==> config.mk <==
export PLATFORM = sky130hd
export DESIGN_NAME = second_counter
export DESIGN_NICKNAME = d
export VERILOG_FILES = /design/src/rtl/clock_pkg.sv /design/src/rtl/btn_sync_fall.sv /design/src/rtl/second_counter.sv
export SDC_FILE = /design/constraint.sdc
export NUM_CORES = 1
export LEC_CHECK = 0
export BUFFER_PORTS_ARGS = -buffer_cell sky130_fd_sc_hd__buf_2
export CAP_MARGIN = 0
export CORE_MARGIN = 5
export CORE_UTILIZATION = 50
export CTS_CLUSTER_DIAMETER = 100
export DETAILED_ROUTE_END_ITERATION = 7
export PLACE_DENSITY = 0.67
export SLEW_MARGIN = 20
export SYNTH_ARGS = -nofsm -noshare
export SYNTH_HDL_FRONTEND = slang
export SYNTH_HIERARCHICAL = 1
export SYNTH_SLANG_ARGS = --single-unit
==> constraint.sdc <==
create_clock -name clk -period 2.6 [get_ports clk]
set_clock_uncertainty 0.15 [all_clocks]
set_input_delay 0.13 -clock clk [delete_from_list [all_inputs] [get_ports clk]]
set_output_delay 0.13 -clock clk [all_outputs]
set_load 0.02 [all_outputs]
==> src/rtl/clock_pkg.sv <==
// -----------------------------------------------------------------------------
// clock_pkg
//
// Constants and small helpers shared by the clock chain counters (second,
// minute and hour counters).
//
//   SEC_MAX / MIN_MAX : highest legal seconds / minutes value (6-bit).
//   MODE_RUN/MODE_SET : encoding of the synchronized mode switch.
//   adj_e             : manual adjust request decoded from the press pulses.
//   wrap_inc/wrap_dec : modulo (max+1) step used by the adjust buttons and by
//                       the run-mode increment.
//   decode_adj        : turns the add/deduct press pulses into one request.
// -----------------------------------------------------------------------------
package clock_pkg;

  localparam logic [5:0] SEC_MAX  = 6'd59;
  localparam logic [5:0] MIN_MAX  = 6'd59;

  localparam logic       MODE_RUN = 1'b0;
  localparam logic       MODE_SET = 1'b1;

  typedef enum logic [1:0] {
    ADJ_NONE = 2'd0,
    ADJ_UP   = 2'd1,
    ADJ_DOWN = 2'd2
  } adj_e;

  // Step up, wrapping max -> 0.
  function automatic logic [5:0] wrap_inc(input logic [5:0] v, input logic [5:0] max);
    return (v >= max) ? 6'd0 : v + 6'd1;
  endfunction

  // Step down, wrapping 0 -> max.
  function automatic logic [5:0] wrap_dec(input logic [5:0] v, input logic [5:0] max);
    return (v == 6'd0) ? max : v - 6'd1;
  endfunction

  // Both buttons pressed in the same cycle cancel out.
  function automatic adj_e decode_adj(input logic add_p, input logic deduct_p);
    adj_e a;
    a = ADJ_NONE;
    if (add_p && !deduct_p) a = ADJ_UP;
    else if (deduct_p && !add_p) a = ADJ_DOWN;
    return a;
  endfunction

endpackage

==> src/rtl/btn_sync_fall.sv <==
// -----------------------------------------------------------------------------
// btn_sync_fall
//
// Multi-flop synchronizer for one raw asynchronous input, followed by a
// falling-edge detector. Intended for active-low pushbuttons: a press is a
// 1 -> 0 transition of the synchronized level and yields a single-cycle pulse.
// No debounce is done; every clean falling edge is one press.
//
// Latency from a raw edge to the fall pulse is SYNC_STAGES+1 clocks.
//
// Parameters:
//   SYNC_STAGES : synchronizer depth (>= 2).
//   RST_VAL     : value loaded into the chain and edge flop on reset. 1 for
//                 buttons (released), so reset never produces a press.
//
// Ports:
//   clk   in   system clock
//   reset in   asynchronous active-low reset
//   raw   in   unsynchronized input pin
//   sync  out  synchronized level
//   fall  out  one-cycle pulse on a 1 -> 0 transition of sync
// -----------------------------------------------------------------------------
module btn_sync_fall #(
  parameter int   SYNC_STAGES = 2,
  parameter logic RST_VAL     = 1'b1
) (
  input  logic clk,
  input  logic reset,
  input  logic raw,
  output logic sync,
  output logic fall
);

  logic [SYNC_STAGES-1:0] r_chain;
  logic                   r_prev;
  logic                   r_fall;
  logic                   w_sync;

  assign w_sync = r_chain[SYNC_STAGES-1];

  always_ff @(posedge clk or negedge reset) begin
    if (!reset) begin
      r_chain <= {SYNC_STAGES{RST_VAL}};
      r_prev  <= RST_VAL;
      r_fall  <= 1'b0;
    end else begin
      r_chain <= {r_chain[SYNC_STAGES-2:0], raw};
      r_prev  <= w_sync;
      // previous synchronized level high, current low
      r_fall  <= r_prev & ~w_sync;
    end
  end

  assign sync = w_sync;
  assign fall = r_fall;

endmodule

==> src/rtl/second_counter.sv <==
// -----------------------------------------------------------------------------
// second_counter
//
// First stage of the clock chain. A prescaler divides the board clock down to
// a 1 Hz tick, and the tick advances a 0..59 seconds counter. The 59 -> 0
// rollover produces a one-cycle carry that feeds the minute counter.
//
// In set mode the prescaler is frozen at 0 and the add/deduct buttons step the
// seconds value up/down with wrap-around. Manual wraps never produce a carry.
//
// Parameters:
//   CLK_HZ      : input clock frequency; prescaler counts 0..CLK_HZ-1.
//   SYNC_STAGES : synchronizer depth for mode/add/deduct (>= 2).
//
// Ports:
//   clk      in   system clock
//   reset    in   asynchronous active-low reset
//   mode     in   raw switch, 0 = run, 1 = set
//   add      in   raw pushbutton, active-low
//   deduct   in   raw pushbutton, active-low
//   second   out  seconds value 0..59
//   carry    out  one-cycle pulse on a run-mode 59 -> 0 rollover
//   tick_1hz out  one-cycle pulse on each prescaler wrap (run mode only)
// -----------------------------------------------------------------------------
module second_counter
  import clock_pkg::*;
#(
  parameter int CLK_HZ      = 50_000_000,
  parameter int SYNC_STAGES = 2
) (
  input  logic       clk,
  input  logic       reset,
  input  logic       mode,
  input  logic       add,
  input  logic       deduct,
  output logic [5:0] second,
  output logic       carry,
  output logic       tick_1hz
);

  localparam int               PRE_W   = (CLK_HZ > 1) ? $clog2(CLK_HZ) : 1;
  localparam logic [PRE_W-1:0] PRE_MAX = PRE_W'(CLK_HZ - 1);

  logic             w_mode_s;
  logic             w_add_p;
  logic             w_deduct_p;
  logic             w_unused_mode_fall;
  logic             w_unused_add_sync;
  logic             w_unused_deduct_sync;
  adj_e             w_adj;

  logic [PRE_W-1:0] r_pre;
  logic [5:0]       r_second;
  logic             r_carry;
  logic             r_tick;

  // The mode chain resets to run rather than to the button idle level, so a
  // freshly reset clock starts counting on the first edge after release.
  btn_sync_fall #(
    .SYNC_STAGES (SYNC_STAGES),
    .RST_VAL     (MODE_RUN)
  ) u_sync_mode (
    .clk   (clk),
    .reset (reset),
    .raw   (mode),
    .sync  (w_mode_s),
    .fall  (w_unused_mode_fall)
  );

  btn_sync_fall #(
    .SYNC_STAGES (SYNC_STAGES),
    .RST_VAL     (1'b1)
  ) u_sync_add (
    .clk   (clk),
    .reset (reset),
    .raw   (add),
    .sync  (w_unused_add_sync),
    .fall  (w_add_p)
  );

  btn_sync_fall #(
    .SYNC_STAGES (SYNC_STAGES),
    .RST_VAL     (1'b1)
  ) u_sync_deduct (
    .clk   (clk),
    .reset (reset),
    .raw   (deduct),
    .sync  (w_unused_deduct_sync),
    .fall  (w_deduct_p)
  );

  assign w_adj = decode_adj(w_add_p, w_deduct_p);

  always_ff @(posedge clk or negedge reset) begin
    if (!reset) begin
      r_pre    <= '0;
      r_second <= 6'd0;
      r_carry  <= 1'b0;
      r_tick   <= 1'b0;
    end else begin
      r_carry <= 1'b0;
      r_tick  <= 1'b0;
      if (w_mode_s == MODE_SET) begin
        // Set mode wins over a coincident wrap: the prescaler is simply
        // cleared, so no tick or carry can escape on the switch-over cycle.
        r_pre <= '0;
        case (w_adj)
          ADJ_UP:   r_second <= wrap_inc(r_second, SEC_MAX);
          ADJ_DOWN: r_second <= wrap_dec(r_second, SEC_MAX);
          default:  r_second <= r_second;
        endcase
      end else if (r_pre == PRE_MAX) begin
        r_pre   <= '0;
        r_tick  <= 1'b1;
        r_second <= wrap_inc(r_second, SEC_MAX);
        if (r_second >= SEC_MAX) r_carry <= 1'b1;
      end else begin
        r_pre <= r_pre + 1'b1;
      end
    end
  end

  assign second   = r_second;
  assign carry    = r_carry;
  assign tick_1hz = r_tick;

endmodule

==> metrics.txt, run 1 <==
CTS tree built; Final ANT Viol Nets 0; CTS Root Cell clkbuf_8; via count 1630; synthesis-to-layout area growth 10.22%; Critical Path Sink Type flip-flop; placed inst area 0.002321 mm2; setup TNS 0 ns; gr usage total 0.1497; PD cells 668.3 mW/mm2; Max Cap Viol 0; DIE AREA 0.005892 mm2; Reg clk slew, reported paths 0.09 ns; Routed WL per cell 14.26 um; Routability Congestion 0.8084; post-synthesis cell count 219; detailed placement HPWL 2.797 mm; row count 24; highest clock rate 0.4347 GHz; Layout Utilization 0.5641; IO Port Bufs 12; DRC 0; WP data required 2.64 ns; Min-Delay Path Class flip-flop to flip-flop; final hold viol count 0; num ports 13; critical path arrival 2.34 ns; crit path max fanout 11; Least-Margin Pin Slew 0.9389 ns; max-slew violations 0; Final setup viols 0; minimum clock period 2.300 ns; final std cells w/o fill 290; status complete, no violations; Worst setup SP type flip-flop; VDD IR-drop max 0.3854 mV; Clock H-tree levels 2; Via density 5.621; drt first pass iters 4; number of CTS-inserted buffers 5; Power Total 1.642 mW; Die Width 76.76 um; initial antenna violation count 0; Die H 76.76 um; Ys Warns 6; max_slew headroom 0.3741; clk buf depth 2; vias in the first global route 1558; syn_nets 229; RSZ-0062 raised after global routing no; Initial DRC Count 104; Avg Inst Size Synth 10.18 um2; Placement Setup Slack 0.3247 ns; clock latency at the later pin of the worst-skew pair 0.30 ns; part of the cycle the worst path needs 0.8847; design area 0.002456 mm2; largest net degree at the start of global routing 45; Leak 1.066 nW; DP Cell Count 278; layout cells sized above 1 0.1765; mapped cell area 0.002228 mm2; nets@finish 247; clk sinks 44; grt total ovfl 0; global-route wire length before repair 7.320 mm; Core Region 0.004354 mm2; Initial Util 0.5118; routed wire length 4.135 mm; final worst setup slack 0.2997 ns; WS Path Type flip-flop to flip-flop; Hold WS 0.2090 ns; n_diodes 0
## where the power goes
part	internal [mW]	total (mW)	switching [mW]
sequential	0.741	0.836	0.0951
combinational	0.150	0.354	0.204
clock	0.198	0.451	0.254
## sequential cells by signal (all words and copies together), names as in the netlist
name and cells:
carry 1, u_sync_deduct/r_prev 1, u_sync_add/r_prev 1, r_pre 26, u_sync_deduct/r_chain 2, tick_1hz 1
second 6, u_sync_deduct/fall 1, u_sync_add/fall 1, u_sync_mode/r_chain 2, u_sync_add/r_chain 2
## routing by layer
layer / GRT usage / vias to the layer above / wire length [um]
li1: - / 801 / -
met1: 0.2112 / 801 / 2041
met2: 0.2267 / 23 / 1906
met3: 0.03162 / 5 / 130
met4: 0.05420 / 0 / 57
met5: 0 / - / 0
## timing repair
item / CTS / global route
endpoints found under the hold margin: 41 / 0
hold buffers: 4 / 0
endpoints found under the setup margin: 0 / 0
gates resized for setup: 0 / 0
setup buffers: 0 / 0
## final cells by class
type                            instances  area (um2)
Clock buffer                            5       68.82
Tap cell                               52       65.06
Timing Repair Buffer                   17       107.6
Clock inverter                          3       26.28
Fill cell                             383        1898
Multi-Input combinational cell        165        1065
Inverter                                4       15.01
Sequential cell                        44        1109
## placed cells by master (no fill, tap or decap), types with 2 or more instances in the layout
| cell | count |
|---|---|
| a211oi_1 | 3 |
| a21oi_1 | 5 |
| a31oi_1 | 2 |
| and2_1 | 2 |
| and3_1 | 7 |
| and3_2 | 2 |
| and3b_2 | 2 |
| and4_1 | 2 |
| buf_2 | 12 |
| clkbuf_8 | 5 |
| dfrtp_1 | 38 |
| dfstp_2 | 6 |
| dlygate4sd3_1 | 4 |
| ha_1 | 5 |
| inv_1 | 4 |
| inv_6 | 2 |
| nand2_1 | 20 |
| nand3_1 | 9 |
| nand3b_1 | 2 |
| nand4_1 | 8 |
| nor2_1 | 29 |
| nor2b_4 | 2 |
| nor3_1 | 9 |
| nor4_1 | 4 |
| o21a_1 | 2 |
| o21ai_0 | 10 |
| or3_1 | 2 |
| xnor2_1 | 10 |
| xor2_1 | 14 |
## path summary, 6_finish.rpt
path | startpoint | endpoint | slack, ns | depth (start not counted)
worst max-delay path | r_pre[10] | second[5] | 0.30 | 4
worst max register to register | r_pre[10] | second[5] | 0.30 | 4
worst min-delay path | u_sync_deduct/r_chain[0] | u_sync_deduct/r_chain[1] | 0.21 | 0
min in group asynchronous | reset | second[5] | 0.36 | 2
worst min register to register | u_sync_deduct/r_chain[0] | u_sync_deduct/r_chain[1] | 0.21 | 0
max in group asynchronous | reset | u_sync_deduct/fall | 1.36 | 2
## worst max-delay path, cell delays in order, from the launching register on
cell and delay, ns:
dfrtp_1 0.44, or4b_1 0.58, nor4_4 0.28, a41oi_2 0.35, mux2_4 0.40
Power figures use the tool's default switching activity.
==> run 2, diff against run 1 <==
--- a/config.mk
+++ b/config.mk
@@ -8,10 +8,9 @@
 export BUFFER_PORTS_ARGS = -buffer_cell sky130_fd_sc_hd__buf_2
 export CAP_MARGIN = 0
 export CORE_MARGIN = 5
-export CORE_UTILIZATION = 50
+export CORE_UTILIZATION = 40
 export CTS_CLUSTER_DIAMETER = 100
 export DETAILED_ROUTE_END_ITERATION = 7
-export PLACE_DENSITY = 0.67
 export SLEW_MARGIN = 20
 export SYNTH_ARGS = -nofsm -noshare
 export SYNTH_HDL_FRONTEND = slang
==> metrics.txt, run 2 (synthesized netlist as in run 1, its figures left out) <==
final worst setup slack 0.3154 ns (+0.01570 ns); # hold bufs at CTS 4 (unchanged); most frequent cells in the layout dfrtp_1 (38), nor2_1 (29), nand2_1 (20); nets@finish 249 (+0.81%); DIE AREA 0.007164 mm2 (+22%); clock latency at the later pin of the worst-skew pair 0.29 ns (about the same); grt total ovfl 0 (unchanged); max-slew violations 0 (unchanged); routed wire length 4.193 mm (+1.4%); Clock H-tree levels 2 (unchanged); highest clock rate 0.4377 GHz (+0.69%); vias in the first global route 1569 (+0.71%); max_slew headroom 0.6388 (+0.2647); Routability Congestion 0.8517 (+5.4%); initial antenna violation count 0 (unchanged); gr usage total 0.1282 (-0.02147); Reg clk slew, reported paths 0.08 ns (about the same); # fillers 552 (+44%); cell chain of the critical path or4_4, nor4_4, a41oi_2, mux2_4; layout cells sized above 1 0.1833 (+0.006863); clk sinks 44 (unchanged); minimum clock period 2.285 ns (-0.01570 ns); Final ANT Viol Nets 0 (unchanged); post_cts resized 0 (unchanged); FF-to-FF setup slack 0.32 ns (+0.02 ns); Routed WL per cell 13.44 um (-5.7%); Die Width 84.64 um (+10%); crit path max-delay cell type or4_4; Placement Setup Slack 0.3348 ns (+0.01005 ns); Layout Utilization 0.4595 (-0.1045); global-route wire length before repair 7.548 mm (+3.1%); DRC 0 (unchanged); Final setup viols 0 (unchanged); final hold viol count 0 (unchanged); crit path max fanout 11 (unchanged); Die H 84.64 um (+10%); post-CTS setup repair buffer count 0 (unchanged); PD cells 677.4 mW/mm2 (+1.4%); row count 27 (+13%); Worst Path Buf+Inv 0 (unchanged); synthesis-to-layout area growth 12.86%; design area 0.002515 mm2 (+2.4%); most common cell after layout, fill and taps aside dfrtp_1; VDD IR-drop max 0.3562 mV (-7.6%); Least-Margin Pin Slew 0.5418 ns (-0.3971 ns); Core Region 0.005473 mm2 (+26%); WP data required 2.63 ns (about the same); CP top delay family simple AND/OR/NAND/NOR gates; footprint of the multi-input gates 0.001065 mm2 (unchanged); via count 1625 (-0.31%); Via density 5.208 (-7.3%); max reg flops 26 (unchanged); RSZ-0062 raised after global routing no; IO Port Bufs 12 (unchanged); status complete, no violations; Initial DRC Count 102 (-1.9%); setup TNS 0 ns (unchanged); Leak 1.082 nW (+1.5%); Max Cap Viol 0 (unchanged); Critical Path Sink Type flip-flop; CTS Root Cell clkbuf_8; Hold WS 0.2022 ns (-0.006831 ns); critical path arrival 2.32 ns (-0.02 ns); CP peak stage delay 0.56 ns (-0.02 ns); drt first pass iters 4 (unchanged); largest net degree at the start of global routing 45 (unchanged); n_diodes 0 (unchanged); placed inst area 0.002361 mm2 (+1.7%); Worst setup SP type flip-flop; Min-Delay Path Class flip-flop to flip-flop; CTS tree built; Most flops, register r_pre; Register Area 0.001109 mm2 (unchanged); Initial Util 0.4072 (-0.1046); num ports 13 (unchanged); detailed placement HPWL 2.944 mm (+5.2%); number of CTS-inserted buffers 5 (unchanged); clk buf depth 2 (unchanged); WS Path Type flip-flop to flip-flop; part of the cycle the worst path needs 0.8787 (-0.006037)
[run 2: cell count changes in the layout (fill, tap and decap cells not counted), sizes merged]
| cell | delta |
|---|---|
| buf | +2 |
| bufinv | +1 |
| clkinvlp | +1 |
| inv | -2 |
[run 2: final timing paths]
| path | from | end | cells after the start |
|---|---|---|---|
| hold / removal | u_sync_mode/r_chain[0] | u_sync_mode/r_chain[1] | 0 |
| setup / recovery | r_pre[11] | second[5] | 4 |
| min in group asynchronous | reset | r_pre[13] | 2 |
| setup reg to reg | r_pre[11] | second[5] | 4 |
| max in group asynchronous | reset | u_sync_deduct/r_prev | 2 |
| hold reg to reg | u_sync_mode/r_chain[0] | u_sync_mode/r_chain[1] | 0 |
[run 2: layer usage]
metal	global-route usage	routed length [um]	vias to the layer above
li1	-	-	801
met1	0.1809	2120	784
met2	0.1893	1841	31
met3	0.03042	151	9
met4	0.05036	79	0
met5	0	0	-
[run 2: cell type report]
type,count,share of cell area
clock buffers,5,0.02736
clock inverters,3,0.01692
inverters,4,0.005970
multi-input cells,165,0.4234
flip-flops and latches,44,0.4408
well taps,72,0.03582
repair buffers,19,0.04975
[run 2: through the flow]
stage | total power [mW] | std cells
after floorplan | 1.076 | 219
after global placement | 1.199 | 300
after detailed placement | 1.204 | 300
after CTS | 1.732 | 312
after global routing | 1.808 | 312
final | 1.704 | 312
[run 2: report_power, final]
part           internal [mW]  switching, mW  leakage (nW)
Sequential             0.741         0.0973         0.574
Combinational          0.151          0.204         0.454
Clock                  0.284          0.226        0.0541
Total                   1.18          0.528          1.08
